`src/rtl/pdm_mic_emulator.sv`:
```
// Stereo PDM source: two first-order sigma-delta modulators (left/right)
// sharing one data line, with a self-generated PDM clock. Left bit is driven
// across the high phase of pdm_clk, right bit across the low phase.
// A one-deep pending slot holds the next PCM pair until the next frame boundary.
module pdm_mic_emulator #(
    parameter int W       = 16,
    parameter int CLK_DIV = 4,
    parameter int DECIM   = 64
) (
    input  logic         clk,
    input  logic         rst,
    input  logic         en,
    input  logic         in_valid,
    output logic         in_ready,
    input  logic [W-1:0] in_left,
    input  logic [W-1:0] in_right,
    output logic         pdm_clk,
    output logic         pdm_data,
    output logic         frame_start,
    output logic         underrun
);

    localparam int DW = (CLK_DIV > 1) ? $clog2(CLK_DIV) : 1;
    localparam int BW = (DECIM > 1) ? $clog2(DECIM) : 1;
    localparam logic [DW-1:0] DIV_LAST = DW'(CLK_DIV - 1);
    localparam logic [DW-1:0] HALF_CNT = DW'(CLK_DIV / 2);
    localparam logic [BW-1:0] BIT_LAST = BW'(DECIM - 1);
    // Adding 2^(W-1) to a signed sample is just an MSB flip.
    localparam logic [W-1:0]  OFFSET   = {1'b1, {(W-1){1'b0}}};

    logic [DW-1:0] div_cnt_q, div_cnt_d;
    logic [BW-1:0] bit_cnt_q, bit_cnt_d;
    logic          run_q, run_d;
    logic          pend_vld_q, pend_vld_d;
    logic [W-1:0]  pend_l_q, pend_l_d, pend_r_q, pend_r_d;
    logic [W-1:0]  act_l_q, act_l_d, act_r_q, act_r_d;
    logic [W-1:0]  acc_l_q, acc_l_d, acc_r_q, acc_r_d;
    logic          r_bit_q, r_bit_d;
    logic          pdm_clk_q, pdm_clk_d;
    logic          pdm_data_q, pdm_data_d;
    logic          frame_start_q, frame_start_d;
    logic          underrun_q, underrun_d;

    logic          period_start, boundary;
    logic [W-1:0]  act_l_v, act_r_v;
    logic [W:0]    sum_l, sum_r;

    assign in_ready    = !pend_vld_q;
    assign pdm_clk     = pdm_clk_q;
    assign pdm_data    = pdm_data_q;
    assign frame_start = frame_start_q;
    assign underrun    = underrun_q;

    // Next-state: handshake, clock divider, frame boundary and modulators.
    always_comb begin
        div_cnt_d     = div_cnt_q;
        bit_cnt_d     = bit_cnt_q;
        run_d         = run_q;
        pend_vld_d    = pend_vld_q;
        pend_l_d      = pend_l_q;
        pend_r_d      = pend_r_q;
        act_l_d       = act_l_q;
        act_r_d       = act_r_q;
        acc_l_d       = acc_l_q;
        acc_r_d       = acc_r_q;
        r_bit_d       = r_bit_q;
        pdm_clk_d     = pdm_clk_q;
        pdm_data_d    = pdm_data_q;
        frame_start_d = 1'b0;
        underrun_d    = 1'b0;
        act_l_v       = act_l_q;
        act_r_v       = act_r_q;

        // First enabled edge starts a period without waiting for a wrap.
        period_start = en && (!run_q || (div_cnt_q == DIV_LAST));
        boundary     = period_start && (bit_cnt_q == '0);

        // Pending slot fills regardless of en; a same-cycle boundary still
        // sees the slot as empty (no bypass into active).
        if (in_valid && !pend_vld_q) begin
            pend_l_d   = in_left;
            pend_r_d   = in_right;
            pend_vld_d = 1'b1;
        end

        if (boundary) begin
            if (pend_vld_q) begin
                act_l_v    = pend_l_q;
                act_r_v    = pend_r_q;
                pend_vld_d = 1'b0;
            end
        end

        // Bits of the boundary period already use the freshly loaded sample.
        sum_l = {1'b0, acc_l_q} + {1'b0, act_l_v ^ OFFSET};
        sum_r = {1'b0, acc_r_q} + {1'b0, act_r_v ^ OFFSET};

        if (!en) begin
            run_d      = 1'b0;
            div_cnt_d  = '0;
            bit_cnt_d  = '0;
            acc_l_d    = '0;
            acc_r_d    = '0;
            r_bit_d    = 1'b0;
            pdm_clk_d  = 1'b0;
            pdm_data_d = 1'b0;
        end else begin
            run_d = 1'b1;
            if (period_start) begin
                div_cnt_d     = '0;
                bit_cnt_d     = (bit_cnt_q == BIT_LAST) ? '0 : bit_cnt_q + 1'b1;
                frame_start_d = boundary;
                underrun_d    = boundary && !pend_vld_q;
                act_l_d       = act_l_v;
                act_r_d       = act_r_v;
                acc_l_d       = sum_l[W-1:0];
                acc_r_d       = sum_r[W-1:0];
                r_bit_d       = sum_r[W];
                pdm_clk_d     = 1'b1;
                pdm_data_d    = sum_l[W];
            end else begin
                div_cnt_d = div_cnt_q + 1'b1;
                if (div_cnt_d == HALF_CNT) begin
                    pdm_clk_d  = 1'b0;
                    pdm_data_d = r_bit_q;
                end
            end
        end
    end

    // State registers with asynchronous reset.
    always_ff @(posedge clk or posedge rst) begin
        if (rst) begin
            div_cnt_q     <= '0;
            bit_cnt_q     <= '0;
            run_q         <= 1'b0;
            pend_vld_q    <= 1'b0;
            pend_l_q      <= '0;
            pend_r_q      <= '0;
            act_l_q       <= '0;
            act_r_q       <= '0;
            acc_l_q       <= '0;
            acc_r_q       <= '0;
            r_bit_q       <= 1'b0;
            pdm_clk_q     <= 1'b0;
            pdm_data_q    <= 1'b0;
            frame_start_q <= 1'b0;
            underrun_q    <= 1'b0;
        end else begin
            div_cnt_q     <= div_cnt_d;
            bit_cnt_q     <= bit_cnt_d;
            run_q         <= run_d;
            pend_vld_q    <= pend_vld_d;
            pend_l_q      <= pend_l_d;
            pend_r_q      <= pend_r_d;
            act_l_q       <= act_l_d;
            act_r_q       <= act_r_d;
            acc_l_q       <= acc_l_d;
            acc_r_q       <= acc_r_d;
            r_bit_q       <= r_bit_d;
            pdm_clk_q     <= pdm_clk_d;
            pdm_data_q    <= pdm_data_d;
            frame_start_q <= frame_start_d;
            underrun_q    <= underrun_d;
        end
    end

endmodule

```
`config.mk`:
```
export PLATFORM = sky130hd
export DESIGN_NAME = pdm_mic_emulator
export DESIGN_NICKNAME = d
export VERILOG_FILES = /design/src/rtl/pdm_mic_emulator.sv
export SDC_FILE = /design/constraint.sdc
export NUM_CORES = 1
export LEC_CHECK = 0
export ABC_AREA = 1
export CORE_ASPECT_RATIO = 1.4
export CORE_MARGIN = 2
export CORE_UTILIZATION = 54
export CTS_CLUSTER_DIAMETER = 30
export DETAILED_ROUTE_END_ITERATION = 6
export PLACE_DENSITY_LB_ADDON = 0.25
export SLEW_MARGIN = 40
export SYNTH_ARGS = -nofsm -noshare
export SYNTH_HDL_FRONTEND = slang
export SYNTH_SLANG_ARGS = --single-unit
```
`constraint.sdc`:
```
create_clock -name clk -period 3.7 [get_ports clk]
set_input_delay 0.555 -clock clk [delete_from_list [all_inputs] [get_ports clk]]
set_output_delay 0.555 -clock clk [all_outputs]
set_load 0.01 [all_outputs]
```
==> flow_summary.yaml, run 1 <==
layout:
  fillers: 1067
  nets: 941
  instances_no_fill: 1018
  areaGrowthSynthToFinish_pct: 13.4
  fin_util_pct: 62.3
  drive_above_1_share_pct: 9.18
  n_antenna_cell: 0
  postLayoutCellArea_um2: 7320
placed_design:
  port_buffers: 40
  placed_cell_area_um2: 7020
  place_congestion: 0.898
  dp_cells: 1002
  hpwl_mm: 10.0
yosys:
  synthFlopType: "dfrtp_1"
  yosys.area_share.adder_pct: 7.79
  synth_top_area_share_pct: 43.0
  synth_top_area_cell: "dfrtp_1"
  yosys.area_share.xor_xnor_pct: 0.543
  syn_area_per_cell_um2: 7.84
  yosysSeqAreaShare_pct: 43.0
  yosys.area_share.simple_pct: 25.7
  async_reset_ff_share_pct: 100
  synth_top_family_by_area: "simple AND/OR/NAND/NOR gates"
  ys_seq_elements: 111
  synthDistinctLibCells: 40
  synth_mux_area_share_pct: 3.49
  synthMostInstantiatedCell: "nand2_1"
  synth-compound-area-share_pct: 8.87
  ys_warn_count: 0
  synth_common_cells: "nand2_1 (239), inv_1 (147), dfrtp_1 (111), nor2_1 (47), nand3_1 (40)"
  yosys-top-cells-area: "dfrtp_1 (43%), nand2_1 (14%), inv_1 (8.5%)"
  synth_edf_count: 0
  syn-instance-count: 824
  synth_area_um2: 6460
  synth_fp_nets: 899
global_routing:
  grt_pass1_wl_mm: 23.8
  track_usage_pct: 23.4
  overflow: 0
  grt_pass1_vias: 5417
  grt_max_degree: 63
  antenna_found_initial: 0
timing:
  fmax_mhz: 315
  fin_skew_ns: 0.00876
  worst_pin_slew_ns: 0.578
  slew_violations: 0
  setup-tns-final_ns: 0
  slew_headroom_pct: 61.3
  period_minus_slack_ns: 3.18
  rsz0062_at_grt: "false"
  finalCritPeriodShare_pct: 85.8
  finalHoldViolCount: 0
  setup_violations: 0
critical_path:
  crit_family: "simple AND/OR/NAND/NOR gates"
  slowest_delay_ns: 0.52
  crit_chain: "clkdlybuf4s50_1 -> inv_2 -> a21oi_2 -> nand2_2 -> nor2_4 -> nand2_2 -> buf_4 -> or2_0 -> o21ai_1 -> inv_1 -> ha_1 -> or2_2 -> nand3_1 -> nand2_1 -> or2_2 -> nand3_1 -> nand2_1"
  crit_required_ns: 3.95
  arrival_ns: 3.43
  end_kind: "flip-flop"
  crit_slowest_cell: "clkdlybuf4s50_1"
  path_max_fanout: 10
  worstReg2RegStart: "div_cnt_q[0]$_DFF_PP0_"
  cp-startpoint: "en"
  start_kind: "input port"
  crit_type: "input port to flip-flop"
  worst-path-buf-inv: 4
run:
  drv_cap: 0
die:
  io_pins: 41
  initial_core_util_pct: 54.9
  core_region_area_um2: 11800
  die-area_um2: 12900
  fp-row-count: 47
  die_width_um: 96.4
  die_h_um: 133
clock_tree:
  clockBufferDepth: 2
  cts.sinks: 111
  clk_pin_slew_ns: 0.08
  cts_resized: 0
  cts_tree: "built"
  numCtsBuffers: 9
  cts_root_buffer: "clkbuf_16"
  clock_latency_ns: 0.36
  ctsHoldBuffers: 0
  htreeDepth: 3
  cts_setup_buffers: 0
routing:
  wire_per_inst_um: 13.4
  vias: 5198
  dr.pass1.iters: 4
  drt_first_iter_violations: 189
  wl_mm: 13.6
  vias_per_cell: 5.11
  drc: 0
  antenna_left: 0
power:
  power.density_nw_per_um2: 823
  ir_drop_v: 0.000331
  p_leak_nw: 3.92
min_path:
  hold_start: "div_cnt_q[0]$_DFF_PP0_"
  min_path_type: "flip-flop to flip-flop"
status:
  outcome: "completed"
[cells by family after synthesis]
kind of cell,count (synthesis)
flip-flops,111
buffers and inverters,168
adder cells (fa/ha/maj),39
AND/OR/NAND/NOR,381
XOR/XNOR,4
AO/OA/AOI/OAI,101
multiplexers,20
[registers in the layout, indices dropped and copies added (netlist names)]
register and cells:
div_cnt_q 2, pend_l_q 16, acc_r_q 16, pdm_data 1
bit_cnt_q 6, underrun 1, run_q 1, r_bit_q 1
frame_start 1, acc_l_q 16, pend_vld_q 1, pdm_clk 1
act_l_q 16, pend_r_q 16, act_r_q 16
[placed cells by master, fill, tap and decap left out, types with 3 or more instances in the layout]
cell,Yosys,routed
inv_6,0,4
nor2_1,47,47
nand2_2,2,3
a21oi_1,29,29
nand4_1,3,3
o21ai_0,31,31
or2_2,6,6
nand3_1,40,40
xor2_1,3,3
o21ai_1,19,19
or2_0,16,16
mux2_2,20,20
dfrtp_1,111,111
nor3_1,9,9
nand2_1,239,238
nand3b_1,5,5
o22ai_1,4,4
inv_1,147,146
ha_1,37,37
clkbuf_16,0,9
clkdlybuf4s50_1,0,40
nand2_4,8,8
o21ai_2,12,12
buf_4,1,7
[layer usage]
layer / global-route usage, % / up-vias / part of all wire [%]
li1: - / 2640 / -
met3: 3.17 / 22 / 2.3
met5: 0 / - / 0
met1: 28.6 / 2467 / 43
met4: 7.67 / 0 / 2.2
met2: 41.6 / 69 / 53
[through the flow]
step	power, mW	hold slack, ns	setup slack [ns]
5_1_grt	6.66	0.508	0.248
3_3_place_gp	4.93	0.452	0.237
3_5_place_dp	5.05	0.466	0.172
2_1_floorplan	4.34	0.439	0.214
6_report	6.02	0.477	0.525
4_1_cts	6.06	0.487	0.526
[report_power, final]
part           total [mW]  switching [mW]  leakage, nW  internal (mW)
Clock               0.979           0.484        0.145          0.494
Sequential           1.98           0.257         1.36           1.72
Combinational        3.07            1.90         2.42           1.17
[cell type report]
cell class	count	area (µm²)	area share, %
multi-input cells	545	3000	41.0
flip-flops and latches	111	2780	37.9
inverters	150	568	7.76
repair buffers	49	493	6.73
clock buffers	10	239	3.26
well taps	147	184	2.51
clock inverters	6	61.3	0.837
[path summary, 6_finish.rpt]
path,end,slack (ns),cells past startpoint
worst min register to register,div_cnt_q[0]$_DFF_PP0_,0.48,1
max in group asynchronous,pend_l_q[6]$_DFFE_PP0P_,2.38,3
min in group asynchronous,pend_r_q[10]$_DFFE_PP0P_,0.65,2
worst min-delay path,div_cnt_q[0]$_DFF_PP0_,0.48,1
worst max-delay path,acc_l_q[7]$_DFFE_PP0P_,0.52,17
worst max register to register,acc_l_q[7]$_DFFE_PP0P_,0.68,17
(Power assumes the default switching activity.)
==> run 2, diff against run 1 <==
--- a/config.mk
+++ b/config.mk
@@ -8,7 +8,7 @@
 export ABC_AREA = 1
 export CORE_ASPECT_RATIO = 1.4
 export CORE_MARGIN = 2
-export CORE_UTILIZATION = 54
+export CORE_UTILIZATION = 30
 export CTS_CLUSTER_DIAMETER = 30
 export DETAILED_ROUTE_END_ITERATION = 6
 export PLACE_DENSITY_LB_ADDON = 0.25
==> constraint.sdc (replaced) <==
create_clock -name clk -period 2.59 [get_ports clk]
set_input_delay 0.3885 -clock clk [delete_from_list [all_inputs] [get_ports clk]]
set_output_delay 0.3885 -clock clk [all_outputs]
set_load 0.01 [all_outputs]
==> run 2 against run 1 <==
Compared with the run above: the flow now finishes with violations (setup timing); critical path depth grew 5; clock skew grew 0.0051 ns; largest cell class unchanged; wire length grew 14%; sequential power grew 47%; power grew 85%; largest power group unchanged; non-clock buffer count grew 91; critical path type is now flip-flop to flip-flop; combinational power grew 120%.
==> flow_summary.yaml, run 2 (synthesized netlist as in run 1, its figures left out) <==
critical_path:
  crit_chain: "ha_2 -> inv_2 -> a21oi_4 -> nand2_2 -> nor2_4 -> nand2_4 -> buf_12 -> or2_1 -> o21ai_2 -> inv_2 -> ha_4 -> inv_2 -> fa_2 -> inv_2 -> nand3_1 -> nand3_2 -> nand3_2 -> nand3_2 -> nand2_1 -> nand2_1 -> nand2_1 -> nand2_1"
  r2r-end: "r_bit_q$_DFFE_PP0P_"
  path_max_fanout: 6
  worstReg2RegStart: "div_cnt_q[0]$_DFF_PP0_"
  crit_type: "flip-flop to flip-flop"
  crit_required_ns: 2.85
  slowest_delay_ns: 0.36
  reg2regPathDepth: 22
  crit_slowest_cell: "dfrtp_1"
  crit_family: "simple AND/OR/NAND/NOR gates"
  end_kind: "flip-flop"
  arrival_ns: 3.04
  rrSetupSlack_ns: -0.19
  worst-path-buf-inv: 5
  start_kind: "flip-flop"
timing:
  period_minus_slack_ns: 2.78
  setup-tns-final_ns: -2.76
  fmax_mhz: 360
  finalHoldViolCount: 0
  setup_slack_ns: -0.188
  finalCritPeriodShare_pct: 107
  fin_skew_ns: 0.0138
  rsz0062_at_grt: "true"
  hold_ws_ns: 0.461
  worst_pin_slew_ns: 0.644
  slew_violations: 0
  slew_headroom_pct: 56.9
  setup_violations: 23
die:
  initial_core_util_pct: 30.6
  die_h_um: 178
  io_pins: 41
  die-area_um2: 22700
  core_region_area_um2: 21100
  die_width_um: 128
  fp-row-count: 63
layout:
  fillers: 2119
  final_cell_mix: "nand2_1 (193), inv_1 (126), dfrtp_1 (111)"
  areaGrowthSynthToFinish_pct: 37.4
  fin_util_pct: 42.0
  postLayoutCellArea_um2: 8870
  final_common_cell: "nand2_1"
  drive_above_1_share_pct: 31.1
  n_antenna_cell: 0
  nets: 1032
power:
  p_leak_nw: 4.51
  ir_drop_v: 0.000437
  p_total_mw: 11.2
  power.density_nw_per_um2: 1260
routing:
  drt_first_iter_violations: 211
  wire_per_inst_um: 12.7
  wl_mm: 15.6
  antenna_left: 0
  drc: 0
  dr.pass1.iters: 4
  vias: 5490
  vias_per_cell: 4.49
min_path:
  min_path_type: "input port to flip-flop"
  min_path_cells: 2
  hold_start: "en"
  min_to: "run_q$_DFF_PP0_"
clock_tree:
  clk_pin_slew_ns: 0.08
  ctsHoldBuffers: 0
  clockBufferDepth: 2
  htreeDepth: 3
  cts_root_buffer: "clkbuf_16"
  cts.sinks: 111
  cts_tree: "built"
  clock_latency_ns: 0.37
  numCtsBuffers: 9
global_routing:
  grt_max_degree: 112
  antenna_found_initial: 0
  grt_pass1_wl_mm: 25.5
  overflow: 0
  track_usage_pct: 14.2
  grt_pass1_vias: 5429
placed_design:
  place_congestion: 0.814
  placed_cell_area_um2: 7720
  hpwl_mm: 10.7
  port_buffers: 40
status:
  outcome: "complete, but fails checks"
  failed_checks: "setup timing"
run:
  drv_cap: 0
==> run 2: metal layers <==
layer  GRT usage [%]  wire length (µm)  part of all wire (%)
met5               0                 0                     0
met2            25.8              8230                    53
met4            6.27               476                   3.1
met1            16.5              6550                    42
met3            2.02               307                   2.0
==> run 2: cell type report <==
class	instances	area, µm²	area share (%)
inverters	150	572	6.45
clock inverters	7	110	1.24
well taps	260	325	3.67
flip-flops and latches	111	2780	31.3
multi-input cells	545	3610	40.8
clock buffers	9	225	2.54
repair buffers	140	1240	14.0
==> run 2: stage by stage <==
step                instances  worst slack, ns
floorplan                 824         -0.00686
global placement         1183           -0.758
detailed placement       1183           -0.752
CTS                      1204           -0.205
global route             1222           -0.374
finish                   1222           -0.188
==> run 2: power breakdown <==
group | switching, mW | total (mW) | internal, mW | leakage (nW)
Clock | 0.762 | 1.56 | 0.794 | 0.162
Combinational | 3.51 | 6.71 | 3.20 | 2.99
Sequential | 0.443 | 2.91 | 2.46 | 1.36
Total | 4.71 | 11.2 | 6.46 | 4.51
==> run 2: worst max path at each step <==
stage                           startpoint                 endpoint  depth (start not counted)
floorplan           div_cnt_q[0]$_DFF_PP0_   acc_l_q[7]$_DFFE_PP0P_                         17
global placement                        en  acc_l_q[15]$_DFFE_PP0P_                         20
detailed placement                      en  acc_l_q[15]$_DFFE_PP0P_                         20
CTS                 div_cnt_q[1]$_DFF_PP0_      r_bit_q$_DFFE_PP0P_                         22
global route        div_cnt_q[1]$_DFF_PP0_      r_bit_q$_DFFE_PP0P_                         22
finish              div_cnt_q[0]$_DFF_PP0_      r_bit_q$_DFFE_PP0P_                         22
==> run 2: what timing repair did <==
item / 4_1_cts / 5_1_grt
gates resized for setup: 66 / 108
cloned: 0 / 1
buffers inserted: 5 / 17
pin swaps: 7 / 42
endpoints found under the setup margin: 28 / 30
==> run 3, diff against run 2 <==
--- a/config.mk
+++ b/config.mk
@@ -6,13 +6,13 @@
 export NUM_CORES = 1
 export LEC_CHECK = 0
 export ABC_AREA = 1
+export ABC_CLOCK_PERIOD_IN_PS = 2590
 export CORE_ASPECT_RATIO = 1.4
 export CORE_MARGIN = 2
 export CORE_UTILIZATION = 30
 export CTS_CLUSTER_DIAMETER = 30
 export DETAILED_ROUTE_END_ITERATION = 6
 export PLACE_DENSITY_LB_ADDON = 0.25
-export SLEW_MARGIN = 40
 export SYNTH_ARGS = -nofsm -noshare
 export SYNTH_HDL_FRONTEND = slang
 export SYNTH_SLANG_ARGS = --single-unit
==> results of run 3 <==
The final DEF is identical to that of run 2; final timing and power are the same.
==> RTL edit 1: new RTL, flow settings as in run 1 <==
Change the parameter `CLK_DIV` from 4 to 8.
--- a/src/rtl/pdm_mic_emulator.sv
+++ b/src/rtl/pdm_mic_emulator.sv
@@ -4,7 +4,7 @@
 // A one-deep pending slot holds the next PCM pair until the next frame boundary.
 module pdm_mic_emulator #(
     parameter int W       = 16,
-    parameter int CLK_DIV = 4,
+    parameter int CLK_DIV = 8,
     parameter int DECIM   = 64
 ) (
     input  logic         clk,
Check against the original RTL: not equivalent (a bounded check fails within 4 cycles, from zero or initial values and one cycle with rst high).
==> RTL edit 1 against run 1 <==
  * Total power grew 8.5%
  * Die area increased by 0.26%
  * Count of clock-buffer cells in the layout increased by 2
  * Global-route usage is 0.30 points higher
  * Sequential power rose by 2%
  * Sequential cell count up 1
  * Clock skew down 0.0022 ns
  * Design area is 0.55% higher
  * Final cell count decreased by 0.39%
  * Routed wire length increased by 2.4%
  * Area after synthesis is 0.27% higher
  * Sequential share of layout area grew 0.13 points
  * Fmax fell by 2.7%
  * Worst setup slack worse by 0.090 ns
  * Critical path type is now reg2reg
==> RTL edit 1: results <==
{
  "dp_hpwl_mm": 10.3,
  "status": "finished clean",
  "grt_pass1_vias": 5385,
  "seq_area_share_pct": 38.1,
  "endpoint": "acc_l_q[12]",
  "worst-r2r-setup-slack_ns": 0.44,
  "fin_nets": 938,
  "grt_util_met1_pct": 27.5,
  "multi_input_area_mm2": 0.00294,
  "seq_cells": 112,
  "nFillCells": 1042,
  "synth_seq_area_share_pct": 43.3,
  "drt_iter0_markers": 228,
  "final-clk-cell-share_pct": 4.08,
  "avgSynthCellArea_um2": 7.94,
  "power_leakage_nw": 3.94,
  "synth.top_cells.by_count": "nand2_1 (238), inv_1 (166), dfrtp_1 (112)",
  "cp_max_fo": 19,
  "inverters_excl_clock": 169,
  "timing.critical_path.slowest_cell_delay_ns": 0.41,
  "drt_wl_total_mm": 13.9,
  "syn_nets": 892,
  "grt_max_degree": 97,
  "reg2regPathDepth": 24,
  "place_area_mm2": 0.00706,
  "skew_ns": 0.00657,
  "peakVddDrop_v": 0.000491,
  "signal_buffers": 51,
  "tightestPinTransition_ns": 0.554,
  "start_kind": "register",
  "whs_ns": 0.468,
  "grt_use_total_pct": 23.7,
  "buf_share_pct": 6.73,
  "drive_gt1_share_pct": 9.69,
  "vias_per_cell": 5.07,
  "dp_cells": 998,
  "final_min_period_over_clock_period_pct": 88.2,
  "met2_usage_pct": 42.6,
  "post-place-ws_ns": 0.193,
  "wl_per_cell_um": 13.8,
  "grtUsageMet3_pct": 3.11,
  "area_growth_pct": 13.7,
  "multi_input_gates": 519,
  "firstDrtPassIters": 5
}
-- RTL edit 1: cell types whose count changed in the layout (fill, tap and decap cells not counted), sizes merged, moves of 3 or more --
cell	run 1	this run
inv	152	169
mux2	20	31
nand2	249	240
nand3	41	38
nor2	49	29
o21ai	62	50
or2	23	32
-- RTL edit 1: kinds of logic after synthesis --
family / synth area share, %
buffers and inverters: 11.3
DFF: 43.3
muxes: 5.39
and+or+nand+nor: 23.5
xor gates and xnor gates: 0.676
adders and majority gates: 7.96
AOI/OAI and AO/OA: 7.94
-- RTL edit 1: power by group --
part	switching (W)	total, W	internal (W)
clock network	0.000446	0.000992	0.000546
logic	0.00219	0.00352	0.00133
registers	0.000274	0.00202	0.00175
-- RTL edit 1: metal layers --
layer / vias up / part of all wire [%]
met2: 106 / 53
li1: 2604 / -
met5: - / 0
met4: 0 / 2.9
met3: 32 / 2.8
met1: 2398 / 41
==> RTL edit 2: new RTL, flow settings as in run 1 <==
Made on the original files. Remove the register `underrun_q`: a continuous assignment takes its place, so the output `underrun` follows one clock earlier.
--- a/src/rtl/pdm_mic_emulator.sv
+++ b/src/rtl/pdm_mic_emulator.sv
@@ -145,7 +145,6 @@
             pdm_clk_q     <= 1'b0;
             pdm_data_q    <= 1'b0;
             frame_start_q <= 1'b0;
-            underrun_q    <= 1'b0;
         end else begin
             div_cnt_q     <= div_cnt_d;
             bit_cnt_q     <= bit_cnt_d;
@@ -161,9 +160,10 @@
             pdm_clk_q     <= pdm_clk_d;
             pdm_data_q    <= pdm_data_d;
             frame_start_q <= frame_start_d;
-            underrun_q    <= underrun_d;
         end
     end
 
+    assign underrun_q = underrun_d;
+
 endmodule
 
Behaviour: not the same (a bounded check fails within 4 cycles, from zero or initial values and one cycle with rst high).
==> RTL edit 2 against run 1 <==
  * Design area fell by 0.65%
  * Synthesized cell count fell by 0.12%
  * Sequential cell count fell by 1
  * Non-clock buffer count fell by 1
  * Worst setup slack got worse by 0.072 ns
  * Routed wire length rose by 1.4%
  * Total power fell by 0.39%
  * Area after synthesis fell by 0.39%
  * Critical path type unchanged
  * Critical endpoint is now pdm_data
  * Highest routed layer unchanged
==> RTL edit 2: results <==
{
  "grt_use_total_pct": 23.4,
  "hold_start": "act_r_q[12]",
  "tightestPinTransition_ns": 0.575,
  "place_area_mm2": 0.00699,
  "endpoint": "pdm_data",
  "die_w_um": 96.2,
  "switching_share_pct": 44.2,
  "grt_pass1_vias": 5323,
  "synth.top_cells.by_count": "nand2_1 (239), inv_1 (147), dfrtp_1 (110)",
  "power_leakage_nw": 3.89,
  "post-place-ws_ns": 0.0885,
  "skew_ns": 0.0126,
  "via_count": 5248,
  "min_to": "act_r_q[12]",
  "dp_hpwl_mm": 10.1,
  "arrival_ns": 3.54,
  "whs_ns": 0.475,
  "status": "finished clean",
  "drive_gt1_share_pct": 9.09,
  "grt_pass1_wl_mm": 23.6,
  "syn_nets": 898,
  "fin_nets": 939,
  "routabilityCongestion": 0.926,
  "drt_wl_total_mm": 13.8,
  "vias_per_cell": 5.17,
  "worst-r2r-setup-slack_ns": 0.52,
  "cp_top_family": "buffers and inverters",
  "pwr-share-comb_pct": 51.6,
  "synth_area_leaders": "dfrtp_1 (43%), nand2_1 (14%), inv_1 (8.6%), ha_1 (7.2%), mux2_2 (3.5%)",
  "cp_max_fo": 16,
  "peakVddDrop_v": 0.000478,
  "drt_iter0_markers": 246
}
RTL edit 2: layout make-up:
class	count	area (µm²)	share of cell area, %
clock inverter	7	60.1	0.825
multi-input combinational	545	3000	41.2
tap	147	184	2.53
inverter	150	568	7.81
clock buffer	9	225	3.10
sequential	110	2750	37.8
timing repair buffer	48	485	6.67
RTL edit 2: metal layers:
metal / vias to the layer above / track usage (%) / part of all wire (%)
met3: 37 / 3.79 / 3.0
met2: 94 / 41.4 / 53
met1: 2466 / 27.5 / 41
met5: - / 0 / 0
li1: 2651 / - / -
met4: 0 / 9.37 / 2.7
RTL edit 2: cell families after synthesis:
family | Yosys count | share of synthesized area [%]
AO/OA/AOI/OAI | 101 | 8.91
AND/OR/NAND/NOR | 381 | 25.8
XOR/XNOR | 4 | 0.545
multiplexers | 20 | 3.50
buffers and inverters | 168 | 10.6
adder cells (fa/ha/maj) | 39 | 7.82
flip-flops | 110 | 42.8
